File: src/rtl/rc5_decrypt_if.sv
// Request/response bundle between the RC5 block driver and rc5_decrypt.
// The master drives the request fields; the slave returns status and the result.
interface rc5_decrypt_if;
    logic        start_i;
    logic [4:0]  num_rounds_i;
    logic [31:0] ct_i;
    logic        mode_i;
    logic        busy_o;
    logic        done_o;
    logic        err_o;
    logic [31:0] pt_o;

    modport master (
        output start_i, num_rounds_i, ct_i, mode_i,
        input  busy_o, done_o, err_o, pt_o
    );

    modport slave (
        input  start_i, num_rounds_i, ct_i, mode_i,
        output busy_o, done_o, err_o, pt_o
    );
endinterface

File: src/rtl/rc5_decrypt.sv
// Iterative RC5-16 decryptor, one round per clock, fed by the keygen subkey table.
// Define RC5_ENC_MODE_EN to add an encrypt path selected by mode_i (decrypt-only otherwise).
module rc5_decrypt #(
    parameter int W     = 16,
    parameter int T_MAX = 34
) (
    input  logic         clk,
    input  logic         rst,
    input  logic         key_ready_i,
    input  logic [W-1:0] subkeys_i [0:T_MAX-1],
    output logic         keys_valid_o,
    rc5_decrypt_if.slave bus
);

    typedef enum logic [1:0] {
        S_IDLE,
        S_ROUND,
        S_FINAL,
        S_DONE
    } state_e;

    localparam logic [4:0] MAX_ROUNDS = 5'd16;

    function automatic logic [15:0] rotr16(input logic [15:0] x, input logic [3:0] s);
        logic [31:0] d;
        d = {x, x} >> s;
        return d[15:0];
    endfunction

    state_e      state_q, state_d;
    logic [15:0] a_q, a_d;
    logic [15:0] b_q, b_d;
    logic [4:0]  cnt_q, cnt_d;
    logic [31:0] pt_q, pt_d;
    logic        busy_q, busy_d;
    logic        done_q, done_d;
    logic        err_q, err_d;
    logic        keys_valid_q, keys_valid_d;

    logic        start_ok;
    logic [4:0]  k_base;
    logic [15:0] s_even, s_odd;
    logic [15:0] a_dec, b_dec;
    logic [15:0] a_nxt, b_nxt;
    logic [31:0] pt_fin;

`ifdef RC5_ENC_MODE_EN
    function automatic logic [15:0] rotl16(input logic [15:0] x, input logic [3:0] s);
        logic [31:0] d;
        d = {x, x} << s;
        return d[31:16];
    endfunction

    logic        mode_q, mode_d;
    logic [4:0]  r_q, r_d;
    logic [15:0] a_enc, b_enc;
`else
    logic unused_mode;
    assign unused_mode = bus.mode_i;
`endif

    assign start_ok = keys_valid_q && (bus.num_rounds_i <= MAX_ROUNDS);

    // Decrypt walks rounds r..1; encrypt walks 1..r, derived from the down-counter.
    always_comb begin
        k_base = cnt_q;
`ifdef RC5_ENC_MODE_EN
        if (mode_q) k_base = r_q - cnt_q + 5'd1;
`endif
    end

    assign s_even = subkeys_i[{k_base, 1'b0}];
    assign s_odd  = subkeys_i[{k_base, 1'b1}];

    assign b_dec = rotr16(b_q - s_odd, a_q[3:0]) ^ a_q;
    assign a_dec = rotr16(a_q - s_even, b_dec[3:0]) ^ b_dec;

`ifdef RC5_ENC_MODE_EN
    assign a_enc  = rotl16(a_q ^ b_q, b_q[3:0]) + s_even;
    assign b_enc  = rotl16(b_q ^ a_enc, a_enc[3:0]) + s_odd;
    assign a_nxt  = mode_q ? a_enc : a_dec;
    assign b_nxt  = mode_q ? b_enc : b_dec;
    // Encryption whitens on accept, so its final step only publishes A/B.
    assign pt_fin = mode_q ? {a_q, b_q} : {a_q - subkeys_i[0], b_q - subkeys_i[1]};
`else
    assign a_nxt  = a_dec;
    assign b_nxt  = b_dec;
    assign pt_fin = {a_q - subkeys_i[0], b_q - subkeys_i[1]};
`endif

    always_comb begin
        // NOTE: every _d gets a default first so no path through the case infers a latch.
        state_d      = state_q;
        a_d          = a_q;
        b_d          = b_q;
        cnt_d        = cnt_q;
        pt_d         = pt_q;
        busy_d       = busy_q;
        done_d       = 1'b0;
        err_d        = 1'b0;
        keys_valid_d = keys_valid_q | key_ready_i;
`ifdef RC5_ENC_MODE_EN
        mode_d       = mode_q;
        r_d          = r_q;
`endif

        case (state_q)
            S_IDLE: begin
                if (bus.start_i) begin
                    if (start_ok) begin
                        a_d     = bus.ct_i[31:16];
                        b_d     = bus.ct_i[15:0];
                        cnt_d   = bus.num_rounds_i;
                        busy_d  = 1'b1;
                        state_d = (bus.num_rounds_i == 5'd0) ? S_FINAL : S_ROUND;
`ifdef RC5_ENC_MODE_EN
                        mode_d  = bus.mode_i;
                        r_d     = bus.num_rounds_i;
                        if (bus.mode_i) begin
                            a_d = bus.ct_i[31:16] + subkeys_i[0];
                            b_d = bus.ct_i[15:0] + subkeys_i[1];
                        end
`endif
                    end else begin
                        err_d = 1'b1;
                    end
                end
            end
            S_ROUND: begin
                a_d   = a_nxt;
                b_d   = b_nxt;
                cnt_d = cnt_q - 5'd1;
                if (cnt_q == 5'd1) state_d = S_FINAL;
            end
            S_FINAL: begin
                pt_d    = pt_fin;
                busy_d  = 1'b0;
                done_d  = 1'b1;
                state_d = S_DONE;
            end
            S_DONE: begin
                state_d = S_IDLE;
            end
            default: begin
                state_d = S_IDLE;
                busy_d  = 1'b0;
            end
        endcase
    end

    always_ff @(posedge clk) begin
        // NOTE: sequential state uses <= so every flop samples the pre-edge _d values.
        if (rst) begin
            state_q      <= S_IDLE;
            a_q          <= '0;
            b_q          <= '0;
            cnt_q        <= '0;
            pt_q         <= '0;
            busy_q       <= 1'b0;
            done_q       <= 1'b0;
            err_q        <= 1'b0;
            keys_valid_q <= 1'b0;
`ifdef RC5_ENC_MODE_EN
            mode_q       <= 1'b0;
            r_q          <= '0;
`endif
        end else begin
            state_q      <= state_d;
            a_q          <= a_d;
            b_q          <= b_d;
            cnt_q        <= cnt_d;
            pt_q         <= pt_d;
            busy_q       <= busy_d;
            done_q       <= done_d;
            err_q        <= err_d;
            keys_valid_q <= keys_valid_d;
`ifdef RC5_ENC_MODE_EN
            mode_q       <= mode_d;
            r_q          <= r_d;
`endif
        end
    end

    assign bus.busy_o   = busy_q;
    assign bus.done_o   = done_q;
    assign bus.err_o    = err_q;
    assign bus.pt_o     = pt_q;
    assign keys_valid_o = keys_valid_q;

endmodule

File: src/flat_wrapper.sv
// flat-port wrapper written by rule: the top's interface ports become plain ports
module rc5_decrypt_flat 
#(
    parameter int W     = 16,
    parameter int T_MAX = 34
)
  (clk, rst, key_ready_i, subkeys_i, keys_valid_o, bus_start_i, bus_num_rounds_i, bus_ct_i, bus_mode_i, bus_busy_o, bus_done_o, bus_err_o, bus_pt_o);
  rc5_decrypt_if bus_i ();
  input  logic clk;
  input  logic rst;
  input  logic key_ready_i;
  input  logic [W-1:0] subkeys_i[0:T_MAX-1];
  output logic keys_valid_o;
  input wire logic [$bits(bus_i.start_i)-1:0] bus_start_i;
  input wire logic [$bits(bus_i.num_rounds_i)-1:0] bus_num_rounds_i;
  input wire logic [$bits(bus_i.ct_i)-1:0] bus_ct_i;
  input wire logic [$bits(bus_i.mode_i)-1:0] bus_mode_i;
  output wire logic [$bits(bus_i.busy_o)-1:0] bus_busy_o;
  output wire logic [$bits(bus_i.done_o)-1:0] bus_done_o;
  output wire logic [$bits(bus_i.err_o)-1:0] bus_err_o;
  output wire logic [$bits(bus_i.pt_o)-1:0] bus_pt_o;
  assign bus_i.start_i = bus_start_i;
  assign bus_i.num_rounds_i = bus_num_rounds_i;
  assign bus_i.ct_i = bus_ct_i;
  assign bus_i.mode_i = bus_mode_i;
  assign bus_busy_o = bus_i.busy_o;
  assign bus_done_o = bus_i.done_o;
  assign bus_err_o = bus_i.err_o;
  assign bus_pt_o = bus_i.pt_o;
  rc5_decrypt #(.W(W), .T_MAX(T_MAX)) u_core (.clk(clk), .rst(rst), .key_ready_i(key_ready_i), .subkeys_i(subkeys_i), .keys_valid_o(keys_valid_o), .bus(bus_i));
endmodule
File: config.mk
export PLATFORM = sky130hd
export DESIGN_NAME = rc5_decrypt_flat
export DESIGN_NICKNAME = d
export VERILOG_FILES = /design/src/rtl/rc5_decrypt_if.sv /design/src/rtl/rc5_decrypt.sv /design/src/flat_wrapper.sv
export SDC_FILE = /design/constraint.sdc
export NUM_CORES = 1
export LEC_CHECK = 0
export ABC_AREA = 1
export CAP_MARGIN = 20
export CORE_AREA = 2 2 243 245
export CTS_CLUSTER_DIAMETER = 50
export DETAILED_ROUTE_END_ITERATION = 7
export DIE_AREA = 0 0 245 247
export GPL_ROUTABILITY_DRIVEN = 0
export GPL_TIMING_DRIVEN = 0
export PLACE_DENSITY = 0.5
export SKIP_LAST_GASP = 1
export SLEW_MARGIN = 20
export SYNTH_ARGS = -nofsm -noshare
export SYNTH_HDL_FRONTEND = slang
export SYNTH_SLANG_ARGS = --single-unit
export TNS_END_PERCENT = 10
File: constraint.sdc
create_clock -name clk -period 5.4 [get_ports clk]
set_input_delay 1.08 -clock clk [delete_from_list [all_inputs] [get_ports clk]]
set_output_delay 1.08 -clock clk [all_outputs]
set_load 0.05 [all_outputs]
Word level (Yosys, flattened, before mapping) --
Index checks and enable logic that the tools add are counted.
Word-level totals: register bits after elaboration 75, latch bits 0, memory bits (writable) 0, memory bits (read-only) 0, logic and storage cells 67, memories kept 0
Cells by class: add/sub/neg operators 5, multiply operators 0, divide/modulo/power cells 0, magnitude comparators 3, eq/ne operators 7, shift operators 2, mux-type cells 25, bitwise operators 7, reductions and logical operators 9
Operators with widths (count):
- binary-select mux 16 bit (select 6 bit) | 2
- two-way mux 16 bit | 8
- case mux 16 bit (2 select lines) | 2
- >> shifter 32 x 4 -> 16 bit | 2
- subtractor 16 bit | 4
- bitwise XOR 16 bit | 2
- >= comparator 7 bit, second input constant | 2
- NOT 6 -> 7 bit | 2
- two-way mux 5 bit | 2
- case mux 5 bit (2 select lines) | 1
- AND reduction 3 bit | 3
- two-way mux 2 bit | 4
- case mux 2 bit (4 select lines) | 1
- equality test 5 x 1 -> 1 bit, second input constant | 1
- less-or-equal comparator 5 bit, second input constant | 1
- zero test 5 bit | 1
- subtractor 5 x 1 -> 5 bit, second input constant | 1
- equality test 2 bit, second input constant | 2
- two-way mux 1 bit | 4
- != test 2 x 1 -> 1 bit, second input constant | 2
- nonzero test 2 bit | 2
- OR reduction 3 bit | 1
- equality test 2 x 1 -> 1 bit, second input constant | 1
- zero test 2 bit | 1
- other kinds (5) | 6

Depth between registers and ports, before layout --
depth after elaboration 10, gate-level depth with buffers 40, gate-level depth less buffers 35

Worst setup path before layout --
OpenSTA, ideal clock, no wires.
path kind register -> register, start point register u_core.cnt_q[0], end point register u_core.a_q[8], arrival time 4.643 ns, data required time 5.291 ns, setup slack 0.648 ns, cell stages (with the launch flop) 36, path buffers 6, period minus slack after synthesis 4.752 ns, cells stage by stage dfxtp_1 buf_6 buf_2 clkbuf_1 clkbuf_1 buf_1 nor2_1 o22ai_1 nand2_1 nand3_1 a22o_1 ha_1 inv_1 fa_1 nand3_1 nand2_1 a21boi_2 nand3b_1 nand2_1 nand2_1 nand2_1 o21ai_0 nand2_1 nand2_1 nand2_1 nand3_2 nand3_2 nand2_4 buf_8 nand3_2 nand3_2 nand3_1 nand3_1 nand3_1 nand2_1 inv_1
On the way: word-level cells in the longest chain between the ends 10
Ends and longest elaborated chain:
- start, declared | RTL line rc5_decrypt.sv:33 | logic [4:0] cnt_q, cnt_d;
- start signal, assigned | RTL line rc5_decrypt.sv:171 | cnt_q <= cnt_d;
- NOT 6 -> 7 bit (implied by the code) | RTL line rc5_decrypt.sv:73 | assign s_odd = subkeys_i[{k_base, 1'b1}];
- binary-select mux 16 bit (select 6 bit) | RTL line rc5_decrypt.sv:73
- two-way mux 16 bit (implied by the code) (2 in series) | RTL line rc5_decrypt.sv:73
- subtractor 16 bit | RTL line rc5_decrypt.sv:75 | assign b_dec = rotr16(b_q - s_odd, a_q[3:0]) ^ a_q;
- >> shifter 32 x 4 -> 16 bit | RTL line rc5_decrypt.sv:26 | d = {x, x} >> s;
- bitwise XOR 16 bit | RTL line rc5_decrypt.sv:75
- >> shifter 32 x 4 -> 16 bit | RTL line rc5_decrypt.sv:26
- bitwise XOR 16 bit (*) | RTL line rc5_decrypt.sv:76 | assign a_dec = rotr16(a_q - s_even, b_dec[3:0]) ^ b_dec;
- case mux 16 bit (2 select lines) (*) | RTL line rc5_decrypt.sv:107 | case (state_q)
- end signal, assigned | RTL line rc5_decrypt.sv:155 | a_q <= '0;
- end signal, assigned | RTL line rc5_decrypt.sv:169 | a_q <= a_d;
- end, declared | RTL line rc5_decrypt.sv:31 | logic [15:0] a_q, a_d;
Every way passes the cells marked *; elsewhere a longest branch is shown, timed or not. The select of a mux whose other input is x is not followed. A chain may end at the register's enable or synchronous reset.

Worst setup path after layout --
start point input port subkeys_i[32] (netlist name), end point register u_core.a_q[1]
On the way: word-level cells in the longest chain between the ends 9
Ends and longest elaborated chain:
- start, declared | RTL line flat_wrapper.sv:12 | input logic [W-1:0] subkeys_i[0:T_MAX-1];
- binary-select mux 16 bit (select 6 bit) | RTL line rc5_decrypt.sv:73
- two-way mux 16 bit (implied by the code) (2 in series) | RTL line rc5_decrypt.sv:73
- subtractor 16 bit | RTL line rc5_decrypt.sv:75
- >> shifter 32 x 4 -> 16 bit | RTL line rc5_decrypt.sv:26
- bitwise XOR 16 bit | RTL line rc5_decrypt.sv:75
- >> shifter 32 x 4 -> 16 bit | RTL line rc5_decrypt.sv:26
- bitwise XOR 16 bit (*) | RTL line rc5_decrypt.sv:76
- case mux 16 bit (2 select lines) (*) | RTL line rc5_decrypt.sv:107
Marks and branches as above.

==> reports/metrics.cfg <==
[outcome]
outcome=finished, final reports clean

[sta]
worst_pin_slew_ns=0.923
slew_headroom_pct=38.5
hold_viol=0
maxSlewViolCount=0
fin_crit_sh_pct=98.0
setup_ws_ns=0.106
fmax_ghz=0.189
min_period_ns=5.29
holdWs_ns=0.510
setup_viol=0
fin_worst_skew_ns=0.0104
rsz0062_at_grt=yes

[critical_path]
worstPathMaxFanout=5
critPathCaptureType=register
r2r_slack_ns=0.14
critPathMostFrequentCell=nand2_1
cpMaxStageDelayCell=o211ai_1
required_ns=5.65
cp_top_family=simple AND/OR/NAND/NOR gates
path_class=input port to register
cp.buffers_inverters=5
critPathArrivalTime_ns=5.55
r2r_end=u_core.a_q[1]
critical_path.max_stage_delay_ns=0.43
reg2regPathDepth=31
r2r_start=u_core.cnt_q[1]
start_kind=input port

[routing]
routed_wirelength_um=105000
viasPerCell=5.37
vias=19900
dr.pass1.iters=6
route.detailed.drc=0
wl_per_cell_um=28.5
drt_iter0_markers=2078
ant_nets=0

[layout]
layout.nets=3567
drive_above_1_share_pct=12.7
fillers=6314
area_delta_synth_final_pct=69.3
final_util_pct=37.4

[power]
clkPwrFrac_pct=4.8
intPower_uw=5920
swShare_pct=59.6
irDropWorstVdd_uv=599
p_leak_uw=0.00929
power_frac_seq_pct=6.3
p_switching_uw=8740
power_frac_comb_pct=88.9
p_per_area_nw_per_um2=672

[logic_synthesis]
async_flop_share_pct=0
post-synth-top-area-cell=o21ai_0
ys.flop_type=dfxtp_1
synth_edf_count=0
synth_nets=2908
yosys.area.top_type_share_pct=13.7
yosysSeqAreaShare_pct=11.7
synth_area_leaders=o21ai_0 14%, dfxtp_1 12%, nor2_1 10%
synth_area_um2=12900
ys_ff_latch=75
postSynthCellCount=2250
netlist_top_cells_count=352 x o21ai_0, 351 x nor2_1, 338 x nand2_1
synthDistinctLibCells=52
synth_most_common_cell=o21ai_0
syn_avg_cell_area_um2=5.72
yosys_warnings=0

[min_path]
min_to=u_core.bus.busy_o
worstHoldStart=u_core.bus.busy_o
hold_class=register to register
whs_path_depth=2

[die]
dieArea_um2=60500
num_io_pins=622
core_um2=58200
die_w_um=245
initial_utilization_pct=22.1
dieHeight_um=247
num_rows=89

[clock_network]
h-tree-depth=3
postCtsHoldBufs=0
cts_buffers=9
root_buffer=clkbuf_16
cts_sinks=75
clk_pin_slew_ns=0.06
cts_tree=done
clock_latency_ns=0.35
clock_path_buffers=2

[global_route]
grt_pass1_wl_um=142000
gr-total-overflow=0
antenna_found_initial=27
grt_max_degree=20
grt_pass1_vias=19000
grtUsageTotal_pct=33.3

[placement]
dp_hpwl_um=91800
port-buffer-count=619
dp_slack_ns=-1.93

[job]
maxCapViolCount=0

[layout by cell type, fill, tap and decap left out, types with 7 or more instances in the layout]
| cell type | count |
|---|---|
| a21oi_1 | 142 |
| a21oi_2 | 12 |
| a2bb2oi_1 | 10 |
| a31oi_1 | 28 |
| buf_1 | 7 |
| buf_12 | 7 |
| buf_2 | 14 |
| buf_4 | 35 |
| clkbuf_1 | 56 |
| clkbuf_16 | 9 |
| clkbuf_2 | 41 |
| clkbuf_4 | 9 |
| clkdlybuf4s50_1 | 609 |
| dfxtp_1 | 73 |
| diode_2 | 9 |
| dlymetal6s2s_1 | 8 |
| ha_1 | 65 |
| inv_1 | 182 |
| inv_2 | 7 |
| nand2_1 | 325 |
| nand2_2 | 17 |
| nand2_4 | 13 |
| nand3_1 | 104 |
| nand3_2 | 112 |
| nand3_4 | 19 |
| nor2_1 | 347 |
| o211ai_1 | 31 |
| o21ai_0 | 326 |
| o21ai_1 | 30 |
| o21ai_2 | 13 |
| o21bai_1 | 8 |
| o221ai_1 | 41 |
| o22ai_1 | 51 |
| xnor2_1 | 14 |
| xor2_1 | 45 |
[kinds of logic after synthesis]
family	Yosys count	synth area share (%)
XOR/XNOR	61	4.15
AND/OR/NAND/NOR	969	34.0
adder cells (fa/ha/maj)	72	7.23
AO/OA/AOI/OAI	724	32.1
flip-flops	75	11.7
buffers and inverters	349	10.9
[tightest hold or removal path, stage by stage (launching register included)]
cell and delay, ns:
dfxtp_1 0.32, inv_1 0.06, a221oi_1 0.07
[routing by layer]
metal  GRT usage [%]  wire [um]  part of all wire [%]
met3            7.75      11100                    11
met1            44.3      44500                    42
met5               0        119                  0.11
met4            11.1       4970                   4.7
met2            52.6      44600                    42
[worst max path at each step]
stage                    endpoint  depth (start not counted)             from
floorplan           u_core.a_q[8]                         35  u_core.cnt_q[0]
global placement    u_core.a_q[1]                         35  u_core.cnt_q[0]
detailed placement  u_core.a_q[1]                         35  u_core.cnt_q[0]
CTS                 u_core.a_q[6]                         31  u_core.cnt_q[0]
global route        u_core.a_q[2]                         34   subkeys_i[514]
finish              u_core.a_q[1]                         35    subkeys_i[32]
[metrics by stage]
stage,TNS (ns),std cells,total power (uW),instance area (um^2)
after floorplan,0,2250,7910,12900
after global placement,-50.04,3642,11100,20000
after detailed placement,-52.56,3642,11200,20000
after CTS,0,3666,12300,20700
after global routing,-0.301,3686,15600,21800
final,0,3695,14700,21800
[power groups by stage]
| stage | logic (uW) | registers (uW) | clock network, uW |
|---|---|---|---|
| 2_1_floorplan | 6810 | 1100 | 0 |
| 3_3_place_gp | 10200 | 917 | 0 |
| 3_5_place_dp | 10300 | 924 | 0 |
| 4_1_cts | 10700 | 914 | 709 |
| 5_1_grt | 13900 | 928 | 723 |
| 6_report | 13000 | 926 | 706 |
[final cells by class]
type / count / area (um^2) / share of cell area (%)
diodes: 9 / 22.5 / 0.103
plain buffers: 152 / 886 / 4.06
clock buffers: 9 / 225 / 1.03
clock inverters: 6 / 114 / 0.522
inverters: 193 / 734 / 3.37
multi-input cells: 1826 / 10800 / 49.6
flip-flops and latches: 75 / 1510 / 6.92
well taps: 773 / 967 / 4.44
repair buffers: 652 / 6540 / 30.0
[sequential cells by signal, summed over array words and instances, names as in the netlist]
name,cells
u_core.bus.busy_o,1
u_core.bus.err_o,1
u_core.bus.pt_o,32
u_core.state_q,2
u_core.bus.done_o,1
u_core.cnt_q,5
u_core.b_q,16
u_core.a_q,16
u_core.keys_valid_o,1
[what timing repair did]
| item | CTS | global route |
|---|---|---|
| pin swaps | 14 | 57 |
| cloned | 1 | 0 |
| endpoints found under the setup margin | 32 | 26 |
| buffers inserted | 11 | 21 |
| gates resized for setup | 105 | 253 |
(Power assumes the default switching activity.)
==> RTL change: new RTL, same flow settings <==
The option `RC5_ENC_MODE_EN` is turned on by a define.
--- a/src/rtl/rc5_decrypt.sv
+++ b/src/rtl/rc5_decrypt.sv
@@ -1,5 +1,7 @@
 // Iterative RC5-16 decryptor, one round per clock, fed by the keygen subkey table.
 // Define RC5_ENC_MODE_EN to add an encrypt path selected by mode_i (decrypt-only otherwise).
+`define RC5_ENC_MODE_EN
+
 module rc5_decrypt #(
     parameter int W     = 16,
     parameter int T_MAX = 34
Function: changed (Yosys sat finds a counterexample within 4 cycles, from zero or initial values and one cycle with rst high).
==> RTL change against the original RTL <==
- wire length increased by 32%
- synthesized area increased by 45%
- non-clock buffer count increased by 116
- largest cell class unchanged
- cell area increased by 29%
- worst setup slack got worse by 2.5 ns
- register-to-register slack got worse by 2.6 ns
- critical path type is now flip-flop to flip-flop
- highest routed layer unchanged
- sequential cell count increased by 6
- critical endpoint is now u_core.b_q[9]
- the flow now finishes with violations (setup timing)
Power is left out: the tool's default activity adds up to more than one toggle a clock period on the data nets, which glitch-free logic cannot reach.
==> RTL change: results (changes against the original RTL) <==
outcome=complete, but fails checks; failing checks=setup timing; NumNets Final=4791 (+34%); hold path start=u_core.bus.pt_o[22]; path depth of the worst reg2reg path=54 (+74%); synth unique cells=54 (+3.8%); Sum Neg Setup Slack=-62.00 ns (-62.00 ns); Hold Path Sink=u_core.bus.pt_o[22]; Setup violations, final=32 (+32); Buffers on Ports=621 (+0.32%); Fill cells=6313 (-0.016%); multi-input gate share of the layout cell area=55.67% (+6.1 points); total track usage=43.53% (+10 points); Logic inverters=298 (+54%); Post-synth EDFFs=0 (unchanged); Max Root-Sink Buffers=2 (unchanged); placed cell area=25940 um2 (+29%); register share of the cell area=5.802% (-1.1 points); # diodes=30 (+21); synth top area cells=nand2_1, o21ai_0, nand3_1; Post-CTS Resized=257 (+140%); Post-Synth Adder-Cell Area=10.02% (+2.8 points); Setup Skew=0.01147 ns (+0.001092 ns); largest net degree at the start of global routing=15 (-25%); WHS=0.4687 ns (-0.04106 ns); dpl hpwl=117700 um (+28%); Arrival @ worst endpoint=8.05 ns (+2.50 ns); Reg-to-Reg Start=u_core.r_q[1]; XOR/XNOR Fraction of Synth Area=5.824% (+1.7 points); Via density=5.892 (+9.7%); vias in the first global route=26.66k (+40%); Synth Net Count=4071 (+40%); Multi-In Gates=2751 (+51%); Setup Buffers After CTS=74 (+63); DRT iter0 DRCs=3264 (+57%); clk_buf instances=10 (+1); H-tree Lvls=3 (unchanged); Final non-clock buffer share=29.68% (-4.3 points); first-pass GRT wire length=188800 um (+33%); Buffers excl. clock=920 (+14%); mux cell area share after synthesis=0.6978% (+0.70 points); share of post-route cells with drive strength above 1=10.21% (-2.5 points); most common library cells after synthesis=nand2_1, o21ai_0, nand3_1, inv_1, a21oi_1; Storage cell area=1633 um2 (+8.2%); CP top delay family=compound AO/OA/AOI/OAI gates; slowest stage delay, CP=0.49 ns (+0.06 ns); Total Wirelength=138900 um (+32%); Hold Path Class=flip-flop to flip-flop; Worst R2R End=u_core.b_q[9]; worst setup margin=-2.425 ns (-2.531 ns); complex-gate fraction of the synthesized area=27.03% (-5.1 points); ClkCell Share=1.089% (-0.47 points); CP max stage cell=fa_1; 1st-pass router iterations=8 (+2); Max-slew headroom=28.52% (-10 points); initial antenna violation count=38 (+41%)
-- RTL change: cell count changes in the layout (fill, tap and decap cells not counted), moves of 36 or more --
cell,change
inv_1,+94
nand2_1,+534
nand3_1,+276
nand3_2,-79
xor2_1,+41
o22ai_1,-36
nor2_1,-122
a21oi_1,+84
ha_1,+59
o21ai_0,+42
buf_4,+56
-- RTL change: per-layer routing --
metal | track usage, % | vias to the layer above | part of all wire (%)
li1 | - | 12820 | -
met1 | 51.82 | 13520 | 37
met2 | 68.48 | 1895 | 44
met3 | 11.36 | 447 | 11
met4 | 29.88 | 12 | 8.2
met5 | 0 | - | 0.058
-- RTL change: how the worst max path moves through the flow --
| stage | slack (ns) | end | start |
|---|---|---|---|
| finish | -2.43 | u_core.b_q[9] | u_core.r_q[1] |
| global route | -2.78 | u_core.b_q[15] | u_core.r_q[1] |
| CTS | -2.38 | u_core.b_q[15] | u_core.r_q[1] |
| detailed placement | -4.41 | u_core.b_q[15] | u_core.cnt_q[0] |
| global placement | -4.28 | u_core.b_q[15] | u_core.cnt_q[0] |
| floorplan | -1.44 | u_core.b_q[14] | u_core.r_q[1] |
-- RTL change: cells by family (layout without fill, tap and decap cells) --
group,count (synthesis),after routing
DFF,81,81
xor gates and xnor gates,124,124
muxes,13,13
and+or+nand+nor,1596,1596
AOI/OAI and AO/OA,874,874
adders and majority gates,144,144
buffers and inverters,509,1234
other,0,30
-- RTL change: through the flow --
step	utilization [%]	setup WS, ns	instances
after floorplan	-	-1.436	3341
after global placement	44.53	-4.279	4735
after detailed placement	44.53	-4.415	4735
final	48.33	-2.425	4869
after CTS	47.60	-2.385	4825
after global routing	48.32	-2.778	4867
